`src/rtl/wb_target_regbank.sv`:
```
// Wishbone B4 slave register bank used as a deterministic target for the fuzzer's
// master port. It provides programmable first-beat latency, incrementing and wrapping
// bursts, error termination for bad addresses, and saturating ack/err beat counters.
module wb_target_regbank #(
    parameter int                    ADDR_WIDTH = 32,
    parameter int                    DATA_WIDTH = 32,
    parameter int                    DEPTH      = 16,
    parameter logic [ADDR_WIDTH-1:0] BASE_ADDR  = 32'h3000_0000,
    parameter int                    ACK_DELAY  = 1
) (
    input  logic                    clk,
    input  logic                    rst,
    input  logic                    wbs_cyc_i,
    input  logic                    wbs_stb_i,
    input  logic                    wbs_we_i,
    input  logic [ADDR_WIDTH-1:0]   wbs_adr_i,
    input  logic [DATA_WIDTH-1:0]   wbs_dat_i,
    input  logic [DATA_WIDTH/8-1:0] wbs_sel_i,
    input  logic [2:0]              wbs_cti_i,
    input  logic [1:0]              wbs_bte_i,
    output logic [DATA_WIDTH-1:0]   wbs_dat_o,
    output logic                    wbs_ack_o,
    output logic                    wbs_err_o,
    output logic [15:0]             txn_count_o,
    output logic [15:0]             err_count_o
);

    localparam int NB    = DATA_WIDTH / 8;
    localparam int IDX_W = $clog2(DEPTH);

    localparam logic [2:0] CTI_INCR = 3'b010;
    localparam logic [1:0] BTE_LIN  = 2'b00;

    typedef enum logic [1:0] {
        S_IDLE,
        S_WAIT,
        S_RESP,
        S_BURST
    } state_t;

    state_t                  state, state_d;
    logic [2:0]              wait_cnt;
    logic                    we_q;
    logic [2:0]              cti_q;
    logic [1:0]              bte_q;
    logic                    miss_q;
    logic                    ovf_q;
    logic [IDX_W-1:0]        ptr;
    logic [IDX_W-1:0]        ptr_inc;
    logic [IDX_W-1:0]        wrap_mask;
    logic [IDX_W-1:0]        next_ptr;
    logic [DATA_WIDTH-1:0]   mem [DEPTH];
    logic [15:0]             txn_cnt;
    logic [15:0]             err_cnt;

    logic [ADDR_WIDTH-1:0]   offset;
    logic [ADDR_WIDTH-1:0]   off_words;
    logic                    adr_hit;
    logic                    start;
    logic                    beat;
    logic                    beat_err;

    // Address decode of the live bus address; only consulted when a cycle starts.
    assign offset    = wbs_adr_i - BASE_ADDR;
    assign off_words = offset >> 2;
    assign adr_hit   = (wbs_adr_i >= BASE_ADDR) && (wbs_adr_i[1:0] == 2'b00)
                       && (off_words < ADDR_WIDTH'(DEPTH));

    assign start = (state == S_IDLE) && wbs_cyc_i && wbs_stb_i;

    // A beat completes whenever the master strobes while we are presenting a response.
    // Gating with cyc keeps ack/err low in the cycle the master abandons the bus.
    assign beat     = wbs_cyc_i && wbs_stb_i && ((state == S_RESP) || (state == S_BURST));
    assign beat_err = (state == S_RESP) ? miss_q : ovf_q;

    assign wbs_ack_o   = beat && !beat_err;
    assign wbs_err_o   = beat && beat_err;
    assign wbs_dat_o   = wbs_ack_o ? mem[ptr] : '0;
    assign txn_count_o = txn_cnt;
    assign err_count_o = err_cnt;

    // Burst pointer advance: linear increment, or increment confined to an aligned block.
    always_comb begin
        // NOTE: always_comb uses blocking '=' and assigns every output a default first,
        // so no path leaves a variable unassigned and no latch is inferred.
        ptr_inc   = ptr + 1'b1;
        wrap_mask = '0;
        unique case (bte_q)
            2'b01:   wrap_mask = IDX_W'(3);
            2'b10:   wrap_mask = IDX_W'(7);
            2'b11:   wrap_mask = IDX_W'(15);
            default: wrap_mask = '0;
        endcase
        if (bte_q == BTE_LIN) next_ptr = ptr_inc;
        else                  next_ptr = (ptr & ~wrap_mask) | (ptr_inc & wrap_mask);
    end

    // Next-state logic; losing cyc returns to IDLE from any state.
    always_comb begin
        state_d = state;
        unique case (state)
            S_IDLE:  if (wbs_cyc_i && wbs_stb_i)
                         state_d = (ACK_DELAY == 0) ? S_RESP : S_WAIT;
            S_WAIT:  if (wait_cnt == 3'd1) state_d = S_RESP;
            S_RESP:  if (beat)
                         state_d = (miss_q || (cti_q != CTI_INCR)) ? S_IDLE : S_BURST;
            S_BURST: if (beat && (ovf_q || (wbs_cti_i != CTI_INCR))) state_d = S_IDLE;
            default: state_d = S_IDLE;
        endcase
        if (!wbs_cyc_i) state_d = S_IDLE;
    end

    // State register plus the request context captured at the start of a cycle.
    always_ff @(posedge clk or posedge rst) begin
        // NOTE: sequential state uses non-blocking '<=' so every flop samples the
        // pre-edge values regardless of statement order.
        if (rst) begin
            state    <= S_IDLE;
            wait_cnt <= '0;
            we_q     <= 1'b0;
            cti_q    <= '0;
            bte_q    <= '0;
            miss_q   <= 1'b0;
            ovf_q    <= 1'b0;
            ptr      <= '0;
        end else begin
            state <= state_d;
            if (start) begin
                we_q     <= wbs_we_i;
                cti_q    <= wbs_cti_i;
                bte_q    <= wbs_bte_i;
                miss_q   <= !adr_hit;
                ovf_q    <= 1'b0;
                ptr      <= off_words[IDX_W-1:0];
                wait_cnt <= 3'(ACK_DELAY);
            end
            if (state == S_WAIT) wait_cnt <= wait_cnt - 1'b1;
            if (beat) begin
                ptr   <= next_ptr;
                // Stepping past the last word in a linear burst makes the next beat err.
                ovf_q <= (bte_q == BTE_LIN) && (ptr == IDX_W'(DEPTH - 1));
            end
        end
    end

    // Register storage: byte-lane writes land only on an acked write beat.
    always_ff @(posedge clk or posedge rst) begin
        // NOTE: the array is built from flops and must read as zero after reset, so it
        // is cleared in the reset branch rather than left to power-up contents.
        if (rst) begin
            for (int i = 0; i < DEPTH; i++) mem[i] <= '0;
        end else if (wbs_ack_o && we_q) begin
            for (int b = 0; b < NB; b++) begin
                if (wbs_sel_i[b]) mem[ptr][b*8 +: 8] <= wbs_dat_i[b*8 +: 8];
            end
        end
    end

    // Saturating beat counters for ack and err terminations.
    always_ff @(posedge clk or posedge rst) begin
        if (rst) begin
            txn_cnt <= '0;
            err_cnt <= '0;
        end else begin
            if (wbs_ack_o && (txn_cnt != 16'hFFFF)) txn_cnt <= txn_cnt + 16'd1;
            if (wbs_err_o && (err_cnt != 16'hFFFF)) err_cnt <= err_cnt + 16'd1;
        end
    end

endmodule

```
`config.mk`:
```
export PLATFORM = sky130hd
export DESIGN_NAME = wb_target_regbank
export DESIGN_NICKNAME = d
export VERILOG_FILES = /design/src/rtl/wb_target_regbank.sv
export SDC_FILE = /design/constraint.sdc
export NUM_CORES = 1
export LEC_CHECK = 0
export CAP_MARGIN = 20
export CORE_UTILIZATION = 60
export DETAILED_ROUTE_END_ITERATION = 12
export GPL_TIMING_DRIVEN = 0
export PLACE_DENSITY = 0.8
export SKIP_CTS_REPAIR_TIMING = 1
export SLEW_MARGIN = 20
export SYNTH_ARGS = -nofsm -noshare
export SYNTH_HDL_FRONTEND = slang
export SYNTH_SLANG_ARGS = --single-unit
```
`constraint.sdc`:
```
create_clock -name clk -period 20.2 [get_ports clk]
set_input_delay 2.02 -clock clk [delete_from_list [all_inputs] [get_ports clk]]
set_output_delay 2.02 -clock clk [all_outputs]
set_load 0.02 [all_outputs]
```
==> summary.txt <==
Area Growth Syn to Fin = 16.2%
DP Wirelength = 43400 µm
Slew HR = 0.326
initial DRC count = 1352
R2R Path End = mem[464]
initial antenna violation count = 1
grt ovf = 0
Leak Pwr = 0.0154 µW
Worst path slowest cell = clkdlybuf4s50_1
Post-synth EDFFs = 0
Critical Path AT = 4.92 ns
Antenna Nets Post-Route = 0
core area = 43400 µm²
total number of vias = 16000
Mapped Area = 26600 µm²
Finished Cell Area = 30900 µm²
FF+latch count, synth = 561
Max clock buf depth = 3
H-tree levels = 2
Netlist cell types = 59
ratio of cells with drive above 1 in the final layout = 0.378
PortBufs = 143
Post-synth ARST share = 1.00
largest net degree at the start of global routing = 111
Skew-Pair Late Insertion Delay = 0.62 ns
Initial Util = 0.613
setup slack after layout = 13.26 ns
Pins Over Slew Limit = 0
CP bufs+invs = 5
CTS tree = built
register-to-register setup slack = 16.69 ns
total number of placement rows = 76
Achievable Freq = 0.144 GHz
# clock sinks = 561
final hold violations = 0
GRT Util Overall = 0.298
FILL cells = 2883
crit share post-route = 0.344
CP peak stage delay = 0.67 ns
Max Clock Skew = 0.0114 ns
Mapped Nets = 1799
clock slew at reported path FFs = 0.06 ns
number of cells on the worst reg-to-reg path = 9
first-pass GRT wire length = 101000 µm
DRC viols = 0
Initial DRT Pass Iterations = 5
CTS buffer count = 57
Die Height = 212 µm
Setup WS pre-CTS = 13.33 ns
max-cap violations = 0
Critical Path Source = wbs_cyc_i
outcome = finished, final reports clean
vias in the first global route = 17200
Nets = 2006
DRT Wirelength = 64300 µm
Cell Chain, Critical Path = clkdlybuf4s50_1 -> and3_1 -> buf_6 -> buf_6 -> nand2_1 -> clkbuf_1 -> a21oi_1 -> clkdlybuf4s50_1
Hold WC Path Type = flip-flop to flip-flop
global placer's final weighted congestion = 0.865
Avg WL per Cell = 25.2 µm
width of the chip = 212 µm
Via-to-Cell Ratio = 6.27
crit path to = wbs_dat_o[21]
worst r2r src = ptr[1]
CP Depth = 8
pwr/cell area = 91.8 nW/µm²
placed cell area = 28900 µm²
Max FO, Critical Path = 10
Main synth FF type = dfrtp_1
RSZ-0062 raised after global routing = false
Root Buffer = clkbuf_16
Top delay family on crit path = buffers and inverters
VDD IR-drop max = 0.0607 mV
Die ar. = 45200 µm²
startpoint types = input pin
Synth Instances = 1713
Seq/Total Area, Yosys = 0.528
syn_area_per_cell = 15.5 µm²
Setup Crit Path Kind = input pin to primary output
post-route minimum period = 6.94 ns
CP Capture Type = primary output
required time worst endpoint = 18.18 ns
Setup Viol. Count Final = 0
Slew @ Worst Pin = 1.01 ns
synth warn = 0
IO Count = 144
cells in the mapped netlist (2+ instances only):
cell | instances | share of area
mux2_1 | 121 | 0.051
and4_1 | 4 | 0.0013
nor3b_1 | 2 | 0.00056
a22oi_1 | 33 | 0.0093
ha_1 | 8 | 0.0038
buf_2 | 26 | 0.0049
mux2_4 | 48 | 0.027
and3_1 | 33 | 0.0078
nor2_2 | 24 | 0.0056
nor2_1 | 17 | 0.0024
nand2b_1 | 2 | 0.00047
nor2_8 | 39 | 0.029
nand4_1 | 7 | 0.0016
mux2i_1 | 2 | 0.00075
nor4_1 | 12 | 0.0028
nand2_2 | 5 | 0.0012
nor2b_1 | 4 | 0.00094
buf_6 | 4 | 0.0017
o31ai_1 | 2 | 0.00056
mux4_2 | 128 | 0.11
xor2_1 | 23 | 0.0076
xnor2_1 | 5 | 0.0016
a21oi_1 | 74 | 0.014
o21ai_0 | 11 | 0.0021
clkbuf_1 | 58 | 0.0082
a2111oi_0 | 2 | 0.00066
a211oi_1 | 3 | 0.00085
nand2_1 | 25 | 0.0035
inv_1 | 13 | 0.0018
nor3_1 | 9 | 0.0017
nand4_4 | 4 | 0.0032
nand3_1 | 17 | 0.0032
dfrtp_1 | 561 | 0.53
nor4b_1 | 7 | 0.0023
buf_1 | 3 | 0.00042
mux2_2 | 353 | 0.15
nand3_2 | 2 | 0.00075
how the worst min path moves through the flow:
| stage | startpoint | end | slack, ns | depth (start not counted) |
|---|---|---|---|---|
| floorplan | wait_cnt[1] | wait_cnt[1] | 0.45 | 2 |
| global placement | mem[298] | mem[298] | 0.46 | 1 |
| CTS | mem[55] | mem[55] | 0.48 | 1 |
| global route | mem[289] | mem[289] | 0.50 | 1 |
| detailed placement | mem[293] | mem[293] | 0.47 | 1 |
| finish | mem[56] | mem[56] | 0.48 | 1 |
state kept, by name, indices dropped and copies added (netlist names), named ones only:
signal	count
mem	512
err_count_o	16
txn_count_o	16
cti_q	3
wait_cnt	3
bte_q	2
ptr	2
state	2
miss_q	1
ovf_q	1
we_q	1
area by class of cell:
class / instances / area (µm²) / share of cell area
sequential: 561 / 14000 / 0.454
timing repair buffer: 148 / 1570 / 0.0508
tap: 585 / 732 / 0.0237
antenna: 1 / 2.50 / 0.0000810
clock buffer: 87 / 1730 / 0.0561
clock inverter: 20 / 262 / 0.00847
inverter: 13 / 56.3 / 0.00182
buffer: 95 / 452 / 0.0146
multi-input combinational: 1044 / 12000 / 0.390
metrics by stage:
step / util / total power, µW / instances / hold WS (ns) / TNS [ns]
floorplan: - / 1550 / 1713 / 0.449 / 0
global placement: 0.663 / 1730 / 2441 / 0.461 / -1572.72
detailed placement: 0.666 / 1740 / 2446 / 0.469 / 0
CTS: 0.712 / 2850 / 2553 / 0.482 / 0
global route: 0.712 / 2930 / 2554 / 0.498 / 0
finish: 0.712 / 2830 / 2554 / 0.482 / 0
power by group:
part	internal (µW)	switching, µW
combinational	184	365
sequential	1150	23.4
clock	666	444
total	2000	832
metal layers:
metal	routed length, µm	GRT usage	up-vias	share of wire
li1	-	-	6857	-
met1	27600	0.416	8592	0.43
met2	31700	0.478	437	0.49
met3	3040	0.0458	119	0.047
met4	1930	0.106	0	0.030
met5	0	0	-	0
cell families (layout without fill, tap and decap cells):
family                   after synthesis  in the layout  synth area share
AO/OA/AOI/OAI                        134            134            0.0302
AND/OR/NAND/NOR                      221            221            0.0721
flip-flops                           561            561             0.528
XOR/XNOR                              28             28           0.00922
multiplexers                         653            653             0.338
adder cells (fa/ha/maj)                8              8           0.00377
other                                  0              1                 0
buffers and inverters                108            363            0.0188
placed cells by master, fill, tap and decap left out, drive strengths merged, types with 30 or more instances in the layout:
cell / Yosys / final
mux2: 522 / 522
nand2: 30 / 30
and3: 33 / 33
buf: 36 / 41
clkbuf: 59 / 146
a22oi: 33 / 33
nor2: 81 / 81
clkdlybuf4s50: 0 / 143
dfrtp: 561 / 561
mux4: 128 / 128
a21oi: 74 / 74
Power figures use the tool's default switching activity.
